`src/rtl/wb_buffer.sv`:
```
`default_nettype none
// ============================================================================
//  Module      : wb_buffer
//  Description : Circular writeback FIFO with per-register pending tracking.
//  Revision    : 1.0 - initial release
// ============================================================================
module wb_buffer #(
    parameter int DEPTH = 4
) (
    input  logic                     clk,
    input  logic                     rst_n,
    input  logic                     in_valid,
    output logic                     in_ready,
    input  logic [1:0]               in_reg1,
    input  logic [1:0]               in_reg2,
    input  logic                     in_en1,
    input  logic                     in_en2,
    input  logic [15:0]              in_data,
    input  logic                     wb_hold,
    output logic [1:0]               write_reg1,
    output logic [1:0]               write_reg2,
    output logic [15:0]              write_data,
    output logic                     write_en1,
    output logic                     write_en2,
    output logic [3:0]               busy,
    output logic [$clog2(DEPTH):0]   occupancy
);

    localparam int c_aw = $clog2(DEPTH);
    localparam int c_cw = c_aw + 1;
    localparam logic [c_cw-1:0] c_full = c_cw'(DEPTH);

    logic [1:0]       r_reg1 [DEPTH];
    logic [1:0]       r_reg2 [DEPTH];
    logic             r_en1  [DEPTH];
    logic             r_en2  [DEPTH];
    logic [15:0]      r_data [DEPTH];

    logic [c_aw-1:0]  r_head;
    logic [c_aw-1:0]  r_tail;
    logic [c_cw-1:0]  r_occ;

    logic             w_nonempty;
    logic             w_push;
    logic             w_pop;
    logic             w_en1_st;

    assign w_nonempty = (r_occ != '0);
    assign in_ready   = rst_n && (r_occ != c_full);
    assign w_push     = in_valid && in_ready && (in_en1 || in_en2);
    // Same-register double write collapses onto the LSB byte only
    assign w_en1_st   = in_en1 && !(in_en2 && (in_reg1 == in_reg2));

    assign write_reg1 = w_nonempty ? r_reg1[r_head] : 2'b00;
    assign write_reg2 = w_nonempty ? r_reg2[r_head] : 2'b00;
    assign write_data = w_nonempty ? r_data[r_head] : 16'h0000;
    assign write_en1  = rst_n && w_nonempty && !wb_hold && r_en1[r_head];
    assign write_en2  = rst_n && w_nonempty && !wb_hold && r_en2[r_head];
    assign w_pop      = write_en1 || write_en2;
    assign occupancy  = r_occ;

    // Payload storage is never reset; valid entries are tracked by r_occ
    always_ff @(posedge clk) begin
        if (w_push) begin
            r_reg1[r_tail] <= in_reg1;
            r_reg2[r_tail] <= in_reg2;
            r_en1[r_tail]  <= w_en1_st;
            r_en2[r_tail]  <= in_en2;
            r_data[r_tail] <= in_data;
        end
    end

    always_ff @(posedge clk) begin
        if (!rst_n) begin
            r_head <= '0;
            r_tail <= '0;
            r_occ  <= '0;
        end else begin
            if (w_push) begin
                r_tail <= r_tail + 1'b1;
            end
            if (w_pop) begin
                r_head <= r_head + 1'b1;
            end
            case ({w_push, w_pop})
                2'b10:   r_occ <= r_occ + c_cw'(1);
                2'b01:   r_occ <= r_occ - c_cw'(1);
                default: r_occ <= r_occ;
            endcase
        end
    end

    for (genvar r = 0; r < 4; r++) begin : g_cnt
        logic            w_inc;
        logic            w_dec;
        logic [c_cw-1:0] w_cnt_nxt;
        logic [c_cw-1:0] r_cnt;
        logic            r_pend;

        assign w_inc = w_push && ((w_en1_st && (in_reg1 == 2'(r))) ||
                                  (in_en2   && (in_reg2 == 2'(r))));
        assign w_dec = w_pop  && ((r_en1[r_head] && (r_reg1[r_head] == 2'(r))) ||
                                  (r_en2[r_head] && (r_reg2[r_head] == 2'(r))));

        always_comb begin
            w_cnt_nxt = r_cnt;
            if (w_inc && !w_dec) begin
                w_cnt_nxt = r_cnt + c_cw'(1);
            end else if (w_dec && !w_inc) begin
                w_cnt_nxt = r_cnt - c_cw'(1);
            end
        end

        always_ff @(posedge clk) begin
            if (!rst_n) begin
                r_cnt  <= '0;
                r_pend <= 1'b0;
            end else begin
                r_cnt  <= w_cnt_nxt;
                r_pend <= (w_cnt_nxt != '0);
            end
        end

        assign busy[r] = r_pend;
    end

endmodule
`default_nettype wire

```
`config.mk`:
```
export PLATFORM = sky130hd
export DESIGN_NAME = wb_buffer
export DESIGN_NICKNAME = d
export VERILOG_FILES = /design/src/rtl/wb_buffer.sv
export SDC_FILE = /design/constraint.sdc
export NUM_CORES = 1
export LEC_CHECK = 0
export ABC_AREA = 1
export CORE_ASPECT_RATIO = 1.75
export CORE_MARGIN = 1.5
export CORE_UTILIZATION = 61
export CTS_CLUSTER_SIZE = 14
export DETAILED_ROUTE_END_ITERATION = 8
export MAX_ROUTING_LAYER = met4
export PLACE_DENSITY_LB_ADDON = 0.05
export SYNTH_ARGS = -nofsm -noshare
export SYNTH_HDL_FRONTEND = slang
export SYNTH_SLANG_ARGS = --single-unit
```
`constraint.sdc`:
```
create_clock -name clk -period 5.07 [get_ports clk]
set_input_delay 0.507 -clock clk [delete_from_list [all_inputs] [get_ports clk]]
set_output_delay 0.507 -clock clk [all_outputs]
set_load 0.01 [all_outputs]
```
# == After elaboration in Yosys (flattened, before gate mapping) ==
# Memories as Yosys holds them, arrays and structs flattened. A register that Yosys moved wholly into a read port is not among the register bits.
# Index checks and enable logic that the tools add are counted.
# totals
ff_bits,23
mem_bits_rw,88
elab_cells,139
n_memories,5
# memory_table
memory,depth,width,rd,rd_clocked_by_memory_dff,write_ports,line,text
r_data,4,16,1,1,1,37,logic [15:0] r_data [DEPTH];
r_reg1,4,2,1,1,1,33,logic [1:0] r_reg1 [DEPTH];
r_reg2,4,2,1,1,1,34,logic [1:0] r_reg2 [DEPTH];
r_en1,4,1,1,1,1,35,logic r_en1 [DEPTH];
r_en2,4,1,1,1,1,36,logic r_en2 [DEPTH];
# op_classes
addsub,12
eq_ne,16
mux,24
reduce_logical,71
# op_table
operator,count
$logic_and 1x1->1,41
$mux 2,12
$mux 3,8
$eq 2x2->1 const B,9
$mux 16,1
$add 3x1->3 const B,5
$reduce_bool 3->1,5
$sub 3x1->3 const B,5
$eq 2x1->1 const B,5
$logic_not 1->1,10
$logic_or 1x1->1,10
$logic_not 2->1,4
$pmux 3 s2,1
$add 2x1->2 const B,2
$ne 3x3->1 const B,1
$eq 2x2->1,1
$mux 1,2
$reduce_bool 2->1,1

# == Depth between registers and ports, before layout ==
# depth
depth_word,12
mapped_depth,16
ltp_nobuf,16

# == Least setup slack after synthesis ==
# OpenSTA, ideal clock, no wires.
# synth_timing
path_kind,register to register
start,register r_occ[1] (netlist: occupancy[1])
end,memory r_data[0][0] (enable)
setup_time_ns,0.401
t_arrival_ns,2.014
setup_slack_ns,2.655
stages_incl_launch_ff,8
synth_period_minus_slack_ns,2.415
cell_sequence,dfxtp_1 inv_1 nand3_1 nand2_1 nor3_1 inv_1 clkbuf_8 nor2_1
# synth_between
elab_chain_cells,6
# synth_rtl
item,line,text
"start, declared",41,logic [c_cw-1:0] r_occ;
"start signal, assigned",86,2'b10: r_occ <= r_occ + c_cw'(1);
"start signal, assigned",87,2'b01: r_occ <= r_occ - c_cw'(1);
"start signal, assigned",88,default: r_occ <= r_occ;
$ne 3x3->1,49,assign in_ready = rst_n && (r_occ != c_full);
$logic_and 1x1->1,49,
$logic_and 1x1->1 (2 in a row),50,assign w_push = in_valid && in_ready && (in_en1 || in_en2);
$mux 1,64,if (w_push) begin
$mux 1 (not written as such),69,r_data[r_tail] <= in_data;
"end, declared",37,
# Every way passes these cells.

==> qor.csv <==
stage,metric,value,unit
synth,synthesized instance count,550,
worst_hold_path,Hold Path Stages,1,
worst_hold_path,worst hold endpoint,r_head[1],
clocking,"Reg clk slew, reported paths",0.05,ns
synth,"Seq/Total Area, Yosys",0.605,
pwr,Net Switching,0.000566,W
setup_path,crit path DAT,2.99,ns
setup_path,reg2reg end,occupancy[2],
synth,Post-Syn Area,5200,um^2
timing,Least-Margin Pin Slew,1.25,ns
setup_path,Worst Path Max Fanout,26,
timing,Final Cycle Share,0.690,
setup_path,path depth of the worst reg2reg path,11,
place,HPWL Detailed,6940,um
setup_path,Worst setup EP type,output pin,
clocking,worst-skew pair later-pin latency,0.41,ns
routing,routed vias/inst,5.51,
routing,DRT Wirelength,11100,um
routing,remaining antenna violation count after routing,0,
timing,Hold Slack,0.456,ns
synth,Synth cell types,23,
die,Initial Util,0.629,
clocking,Post-CTS Resized,0,
die,full die area,9100,um^2
synth,Synth area leader,edfxtp_1,
layout,Final Non-Filler Cells,710,
timing,final number of setup-violating endpoints,0,
clocking,Post-CTS Hold Buffers,0,
pwr,sequential share of power,0.400,
synth,YS warnings,0,
die,Rows,44,
clocking,CTS tree,built,
layout,Layout area overhead,23.3,%
setup_path,"reg-to-reg slack, setup",1.66,ns
die,I/O pins,56,
global_routing,grt ovf,0,
synth,"top cells by count, synth","nand2_1, edfxtp_1, nor2_1",
routing,Vias,3910,
synth,Main synth FF type,edfxtp_1,
setup_path,CP required,4.56,ns
die,die height,125,um
pwr,Pint,0.00207,W
global_routing,vias in the first global route,3850,
global_routing,first-pass GRT wire length,17700,um
pwr,maximum vdd drop,298,uV
setup_path,startpoint types,flip-flop,
synth,asr flop ratio synth,0,
global_routing,gr usage total,0.266,
timing,crit path time final,3.50,ns
timing,Final Hold Vio Count,0,
layout,Ant. Diodes,0,
run,max cap viols,0,
pwr,Tot Pwr,0.00264,W
clocking,clk sinks,113,
layout,Final nets,645,
pwr,sw frac,0.215,
layout,layout cells sized above 1,0.0793,
pwr,P_leak,2.65,nW
synth,#FFs+latches synth,113,
timing,Final Max Slew Viols,0,
place,IO Port Bufs,55,
die,core area,8260,um^2
worst_hold_path,HP Class,flip-flop to flip-flop,
global_routing,largest net degree at the start of global routing,48,
timing,Peak Freq,286,MHz
place,gpl congestion,0.870,
layout,Fillers,558,
synth,most numerous cell in the Yosys netlist,nand2_1,
synth,Synth top area share,0.508,
global_routing,initial antenna violation count,0,
place,placed cell count,678,
synth,Area contributors post-synth,"edfxtp_1, dfxtp_1, nand2_1",
layout,Layout Utilization,0.776,
routing,drt pass-1 iters,5,
pwr,Clock Power Share,0.496,
outcome,status,"finished, final reports clean",
routing,drt drc,0,
pwr,Combinational Power Share,0.104,
setup_path,Setup CP Type,flip-flop to output pin,
synth,Mapped Avg Cell Area,9.45,um^2
clocking,# Post-CTS Setup Buffers,0,
synth,post-synth net total,590,
clocking,CTS Buffer Depth,2,
synth,number of synthesized flops with an enable pin,88,
die,die width,72.8,um
timing,Final TNS setup,0,ns
timing,RSZ-0062 raised after global routing,no,
timing,Layout Skew,0.0111,ns
timing,slew margin rel.,0.164,
pwr,Pwr Density,412,nW/um^2
clocking,Num CTS Buffers,17,
clocking,H-Tree Level Count,4,
routing,Wirelength per Cell,15.7,um
routing,First DRT Iteration DRCs,300,
worst_hold_path,Worst Hold Launch,r_head[1],
clocking,Root Buffer,clkbuf_16,
## worst max-delay path: stages (launching register included)
cell and delay, ns:
dfxtp_1 0.97, inv_2 0.46, nor2_1 0.28, o21ai_0 0.13
a21oi_1 0.18, clkdlybuf4s50_1 0.56
## power groups by stage
stage	combinational [W]	sequential, W	clock (W)
floorplan	0.000165	0.00107	0
CTS	0.000277	0.00105	0.00132
finish	0.000275	0.00105	0.00131
global placement	0.000260	0.00107	0
global route	0.000303	0.00106	0.00136
detailed placement	0.000271	0.00107	0
## cells in the final DEF (no fill, tap or decap), drive strengths merged
| master | instances |
|---|---|
| nor2 | 89 |
| nand3 | 58 |
| a21oi | 28 |
| nand4 | 1 |
| clkdlybuf4s50 | 55 |
| xor2 | 2 |
| clkinv | 5 |
| ha | 13 |
| clkinvlp | 1 |
| fa | 1 |
| bufinv | 6 |
| o21ai | 42 |
| nor3 | 2 |
| nand2 | 113 |
| dfxtp | 25 |
| edfxtp | 88 |
| clkbuf | 20 |
| buf | 4 |
| inv | 65 |
## through the flow
stage	worst slack [ns]	cell area [um^2]
global route	1.31	6410
floorplan	2.66	5200
finish	1.57	6410
CTS	1.56	6410
global placement	1.65	5760
detailed placement	1.51	5760
## state kept, by name (all words and copies together), names as in the netlist, named ones only
register      flops
g_cnt.r_cnt      12
g_cnt.r_pend      4
occupancy         3
r_data           64
r_en1             4
r_en2             4
r_head            2
r_reg1            8
r_reg2            8
r_tail            2
## routing by layer
metal  up-vias  part of all wire  global-route usage
li1       1922                 -                   -
met1      1854              0.38               0.288
met2       112              0.56               0.460
met3        22             0.043              0.0572
met4         0             0.023               0.112
met5         -                 0                   -
## kinds of logic after synthesis
kind of cell / Yosys count / share of synthesized area
simple gates: 263 / 0.210
flops: 113 / 0.605
xor+xnor: 2 / 0.00337
compound gates: 70 / 0.0717
buf+inv: 88 / 0.0753
fa+ha+maj: 14 / 0.0351
## area by class of cell
class | instances | area (um^2) | area share
Tap cell | 92 | 115 | 0.0180
Multi-Input combinational cell | 349 | 1680 | 0.262
Timing Repair Buffer | 59 | 581 | 0.0906
Inverter | 65 | 244 | 0.0381
Sequential cell | 113 | 3140 | 0.490
Clock buffer | 20 | 437 | 0.0681
Clock inverter | 12 | 213 | 0.0332
## worst max path at each step
stage               endpoint  slack (ns)  depth (start not counted)
2_1_floorplan   r_data[0][0]        2.66                          7
3_3_place_gp        r_en1[2]        1.65                          5
3_5_place_dp    r_data[0][0]        1.51                          5
4_1_cts            write_en2        1.56                          5
5_1_grt         occupancy[2]        1.31                         11
6_report       write_data[0]        1.57                          5
No activity file was read; power rests on OpenSTA's default activity.
==> RTL edit 1: new RTL, config.mk and constraints unchanged <==
Reset style: asynchronous (`rst_n`), changed in 2 clocked blocks.
--- a/src/rtl/wb_buffer.sv
+++ b/src/rtl/wb_buffer.sv
@@ -72,3 +72,3 @@
 
-    always_ff @(posedge clk) begin
+    always_ff @(posedge clk or negedge rst_n) begin
         if (!rst_n) begin
@@ -113,3 +113,3 @@
 
-        always_ff @(posedge clk) begin
+        always_ff @(posedge clk or negedge rst_n) begin
             if (!rst_n) begin
Behaviour: differs if rst_n is asserted again (counterexample within 4 cycles, from zero or initial values and one cycle with rst_n low); with rst_n held inactive, the same outputs for 4 cycles.
==> RTL edit 1 against the original RTL <==
  * Sequential share of layout area increased by 3.2 points
  * Count of clock-buffer cells in the layout decreased by 7
  * Cell area decreased by 3.8%
  * Area after synthesis increased by 1.9%
  * Final cell count decreased by 2.7%
  * Non-clock buffer count unchanged
  * Sequential cell count decreased by 2
  * Routed wire length decreased by 2.1%
  * Core utilization decreased by 4.0 points
  * Highest routed layer unchanged
  * Hold slack improved by 0.052 ns
  * Setup slack improved by 0.084 ns
  * Die area increased by 1.9%
Power is not compared: it rests on default switching activity, and its combinational part moved more than twofold at a synthesized area within 25%.
==> RTL edit 1: results (changes against the original RTL) <==
[placement]
pre_cts_ws_ns=1.621  ; +0.1142 ns
port_buffers=55  ; unchanged
post_dp_cell_area_um2=5902  ; +2.5%
finalWeightedCongestion=0.9217  ; +5.9%
place_hpwl_um=7450  ; +7.4%

[detailed_routing]
dr_total_vias=3648  ; -6.7%
drt_first_pass_iters=4  ; -1
drt-total-wl_um=10900  ; -2.1%
detail_route.iter0.violations=326  ; +8.7%

[yosys]
synth-compound-area-share=0.06023  ; -0.01151
synth.distinct_cells=29  ; +26%
synth_xor_xnor_area_share=0.008266  ; +0.004896
asyncSetResetFlopFracSynth=0.2072  ; +0.2072
synth.mux.area_fraction=0  ; unchanged
synth.top_cells.by_count=sky130_fd_sc_hd__nand2_1 (97), sky130_fd_sc_hd__edfxtp_1 (88), sky130_fd_sc_hd__nor2_1 (83)
number_of_synthesis_warnings=0  ; unchanged
synth.yosys.seq_area_share=0.6075  ; +0.002745
syn-num-nets=561  ; -4.9%
synth_edf_count=88  ; unchanged
synth_fa_ha_area_frac=0.03448  ; -0.0006641
ys_top_cells_by_area=sky130_fd_sc_hd__edfxtp_1 (50%), sky130_fd_sc_hd__dfrtp_1 (11%), sky130_fd_sc_hd__nand2_1 (6.9%)

[setup_path]
worstReg2RegEnd=occupancy[2]
worst-r2r-setup-slack_ns=1.66  ; about the same
slowest_delay_ns=0.90  ; -0.07 ns
crit-reg2reg-launch=r_head[1]
worst_ep_arrival_time_ns=3.64  ; +0.65 ns
ff2ff_path_depth=10  ; -1
cp_max_fo=24  ; -7.7%
max_stage_delay_cell_worst_path=sky130_fd_sc_hd__dfrtp_1
kind_of_cell_adding_the_most_delay_to_the_critical_path=flip-flops

[cells_and_area]
filler_cell_count=648  ; +16%
drive_gt1_frac=0.1094  ; +0.03009
nets=611  ; -5.3%

[min_path]
type_of_the_most_critical_hold_path=in2async

[timing]
fin_worst_skew_ns=0.006099  ; -0.005044 ns
max_slew.worst_pin.slew_ns=1.149  ; -0.1040 ns
fin_hold_ws_ns=0.5086  ; +0.05246 ns

[global_route]
antenna_violations_before_repair=0  ; unchanged
grtUsageTotal=0.2610  ; -0.005257
first_global_vias=3774  ; -2.0%
largest_net_degree_at_the_start_of_global_routing=49  ; +2.1%
grt_pass1_wl_um=17630  ; -0.51%

[clocking]
post_cts.resized_instances=0  ; unchanged
clock_insertion_delay_worst_skew_ns=0.35  ; -0.06 ns
cts_buffers=9  ; -8
cts.clk_slew.worst_paths_ns=0.07  ; +0.02 ns
ctsHtreeMaxLevel=3  ; -1

[outcome]
run_status=finished clean

[floorplanning]
initial_core_util=0.6331  ; +0.003680

==> RTL edit 1: changes by cell type after synthesis, sizes merged, moves of 6 or more <==
cell | before | now
o21ai | 42 | 35
dfrtp | 0 | 23
a21oi | 28 | 22
dfxtp | 25 | 0
inv | 65 | 51
nand3 | 58 | 46
nand3b | 0 | 7
==> RTL edit 1: worst max path at each step <==
stage                  from  slack, ns            end
2_1_floorplan  occupancy[1]       2.66   r_data[0][0]
3_3_place_gp      r_head[1]       1.66   occupancy[2]
3_5_place_dp          rst_n       1.62  r_data[0][15]
4_1_cts           r_head[1]       1.61   occupancy[2]
5_1_grt           r_head[1]       1.37   occupancy[2]
6_report          r_head[1]       1.66   occupancy[2]
==> RTL edit 1: area by class of cell <==
| cell class | instances | share of cell area |
|---|---|---|
| Tap cell | 115 | 0.02335 |
| Inverter | 51 | 0.03106 |
| Clock buffer | 13 | 0.03898 |
| Clock inverter | 3 | 0.003451 |
| Sequential cell | 111 | 0.5221 |
| Multi-Input combinational cell | 339 | 0.2868 |
| Timing Repair Buffer | 59 | 0.09419 |
==> RTL edit 1: where the power goes <==
group	total, W	switching (W)	internal [W]	leakage [nW]
Combinational	0.00152	0.000899	0.000626	1.32
Clock	0.000638	0.000303	0.000335	0.124
Sequential	0.00122	0.0000978	0.00112	1.05
==> RTL edit 1: metrics by stage <==
stage / cells / utilization
after floorplan: 521 / -
after global placement: 675 / 0.7053
after detailed placement: 675 / 0.7053
after CTS: 691 / 0.7365
after global routing: 691 / 0.7365
final: 691 / 0.7365
==> RTL edit 1: routing by layer <==
layer / routed length, µm / global-route usage / vias up
met1: 4110 / 0.2813 / 1711
li1: - / - / 1826
met3: 323 / 0.03680 / 25
met2: 6094 / 0.4605 / 86
met5: 0 / - / -
met4: 367 / 0.1166 / 0
==> RTL edit 2: new RTL, same flow settings <==
Without the edit above. `DEPTH`: 4 -> 8.
--- a/src/rtl/wb_buffer.sv
+++ b/src/rtl/wb_buffer.sv
@@ -7,3 +7,3 @@
 module wb_buffer #(
-    parameter int DEPTH = 4
+    parameter int DEPTH = 8
 ) (
Interface: changed (resized occupancy); port bits go from 56 to 57. The function was not compared with the original's and may differ.
==> RTL edit 2 against the original RTL <==
  * First-iteration DRC count rose by 53%
  * Routed wire length rose by 81%
  * Setup slack improved by 0.060 ns
  * Via count rose by 70%
  * Power rose by 70%
  * Area after synthesis rose by 81%
  * Hold slack improved by 0.037 ns
  * Fmax rose by 1.7%
  * Cell area rose by 66%
  * Non-clock buffer count rose by 11
  * Core utilization fell by 6.6 points
  * Sequential cell count rose by 96
  * Clock power rose by 3%
==> RTL edit 2: results (changes against the original RTL) <==
[outcome]
run_status=finished clean

[min_path]
type_of_the_most_critical_hold_path=reg2reg
hold_path.startpoint=r_head[0]

[power]
power.ir.vdd_worst_mv=0.3119  ; +4.8%
p_leak_nw=4.149  ; +57%

[setup_path]
ff2ff_path_depth=16  ; +5
worst_ep_arrival_time_ns=2.93  ; -0.06 ns
cp_max_fo=31  ; +19%
criticalPathCategory=reg2out
worst-r2r-setup-slack_ns=1.74  ; +0.08 ns
max_stage_delay_cell_worst_path=sky130_fd_sc_hd__dfxtp_2
slowest_delay_ns=0.66  ; -0.31 ns
cp-endpoint=write_en2
worstReg2RegEnd=occupancy[2]

[yosys]
synth.yosys.seq_area_share=0.6320  ; +0.02728
syn-num-nets=944  ; +60%
number_of_synthesis_warnings=0  ; unchanged
synth_edf_count=176  ; +100%
synth.top_cells.by_count=sky130_fd_sc_hd__edfxtp_1 (176), sky130_fd_sc_hd__nand2_1 (153), sky130_fd_sc_hd__nor2_1 (126)
ys_top_cells_by_area=sky130_fd_sc_hd__edfxtp_1 (56%), sky130_fd_sc_hd__dfxtp_1 (7.0%), sky130_fd_sc_hd__nand2_1 (6.1%)
synth.distinct_cells=39  ; +70%

[timing]
fin_worst_skew_ns=0.01979  ; +0.008648 ns
post-route-worst-setup-slack_ns=1.633  ; +0.05965 ns
report.final.hold_viol_count=0  ; unchanged
setup_tns_ns=0  ; unchanged
max-slew-margin-rel=0.4844  ; +0.3204

[detailed_routing]
detail_route.iter0.violations=458  ; +53%
routedWlPerCell_um=17.54  ; +12%
dr_total_vias=6637  ; +70%
drt_first_pass_iters=5  ; unchanged

[clocking]
cts_buffers=19  ; +2
ctsHtreeMaxLevel=1  ; -3
clock_insertion_delay_worst_skew_ns=0.49  ; +0.08 ns
number_of_buffers_on_the_longest_clock_path=3  ; +1
buffers_inserted_by_post_cts_timing_repair=0  ; unchanged
clockRootBuffer=sky130_fd_sc_hd__clkbuf_16

[cells_and_area]
largest_register_ffs=128  ; +100%
regMostFlops=r_data
antenna_cells_inserted=0  ; unchanged
drive_gt1_frac=0.09627  ; +0.01699
nets=992  ; +54%
filler_cell_count=1095  ; +96%

[global_route]
antenna_violations_before_repair=0  ; unchanged
first_global_vias=6797  ; +77%
largest_net_degree_at_the_start_of_global_routing=89  ; +85%
grtUsageTotal=0.2578  ; -0.008493
grt_pass1_wl_um=32550  ; +84%

[placement]
place_hpwl_um=12900  ; +86%
port_buffers=56  ; +1.8%
finalWeightedCongestion=0.8423  ; -3.2%

-- RTL edit 2: changes by cell type after synthesis, sizes merged, moves of 14 or more --
cell	change
a31oi	+16
o21ai	+49
nor2	+37
edfxtp	+88
o22ai	+16
nand2	+64
clkbuf	+14
inv	+19
nand3	+20
-- RTL edit 2: final cells by class --
| cell class | count | area (µm²) | area share |
|---|---|---|---|
| clock inverters | 4 | 51.30 | 0.004821 |
| repair buffers | 70 | 665.6 | 0.06255 |
| clock buffers | 30 | 526.8 | 0.04950 |
| well taps | 183 | 229.0 | 0.02152 |
| multi-input cells | 568 | 2893 | 0.2718 |
| inverters | 85 | 329.1 | 0.03092 |
| flip-flops and latches | 209 | 5947 | 0.5588 |
-- RTL edit 2: through the flow --
| stage | total power (W) | instance area, µm² | cells | hold slack (ns) | utilization |
|---|---|---|---|---|---|
| after floorplan | 0.002789 | 9408 | 905 | 0.4476 | - |
| after global placement | 0.003133 | 10060 | 1115 | 0.4702 | 0.6715 |
| after detailed placement | 0.003171 | 10060 | 1115 | 0.4808 | 0.6715 |
| after CTS | 0.004516 | 10640 | 1149 | 0.4927 | 0.7101 |
| after global routing | 0.004710 | 10640 | 1149 | 0.5135 | 0.7101 |
| final | 0.004483 | 10640 | 1149 | 0.4933 | 0.7101 |
-- RTL edit 2: worst min path at each step --
stage,endpoint,slack [ns],depth (start not counted)
2_1_floorplan,register,0.45,1
3_3_place_gp,r_head[0],0.47,1
3_5_place_dp,r_head[0],0.48,1
4_1_cts,r_head[0],0.49,1
5_1_grt,r_head[0],0.51,1
6_report,r_head[0],0.49,1
-- RTL edit 2: power breakdown --
part / total (W) / internal, W / switching [W] / leakage (nW)
clock network: 0.00135 / 0.000768 / 0.000579 / 0.277
registers: 0.00199 / 0.00193 / 0.0000573 / 1.86
logic: 0.00115 / 0.000452 / 0.000700 / 2.01
total: 0.00448 / 0.00315 / 0.00134 / 4.15
-- RTL edit 2: cell families (layout without fill, tap and decap cells) --
logic type,count (synthesis),after routing,share of synthesized area
adder cells (fa/ha/maj),13,13,0.01729
AND/OR/NAND/NOR,404,404,0.1998
XOR/XNOR,8,8,0.007448
AO/OA/AOI/OAI,143,143,0.08086
flip-flops,209,209,0.6320
buffers and inverters,128,189,0.06264
-- RTL edit 2: layer usage --
layer	track usage	up-vias	part of all wire
li1	-	3177	-
met1	0.2840	3261	0.39
met5	-	-	0
met4	0.08759	0	0.025
met2	0.4798	156	0.54
met3	0.02796	43	0.038
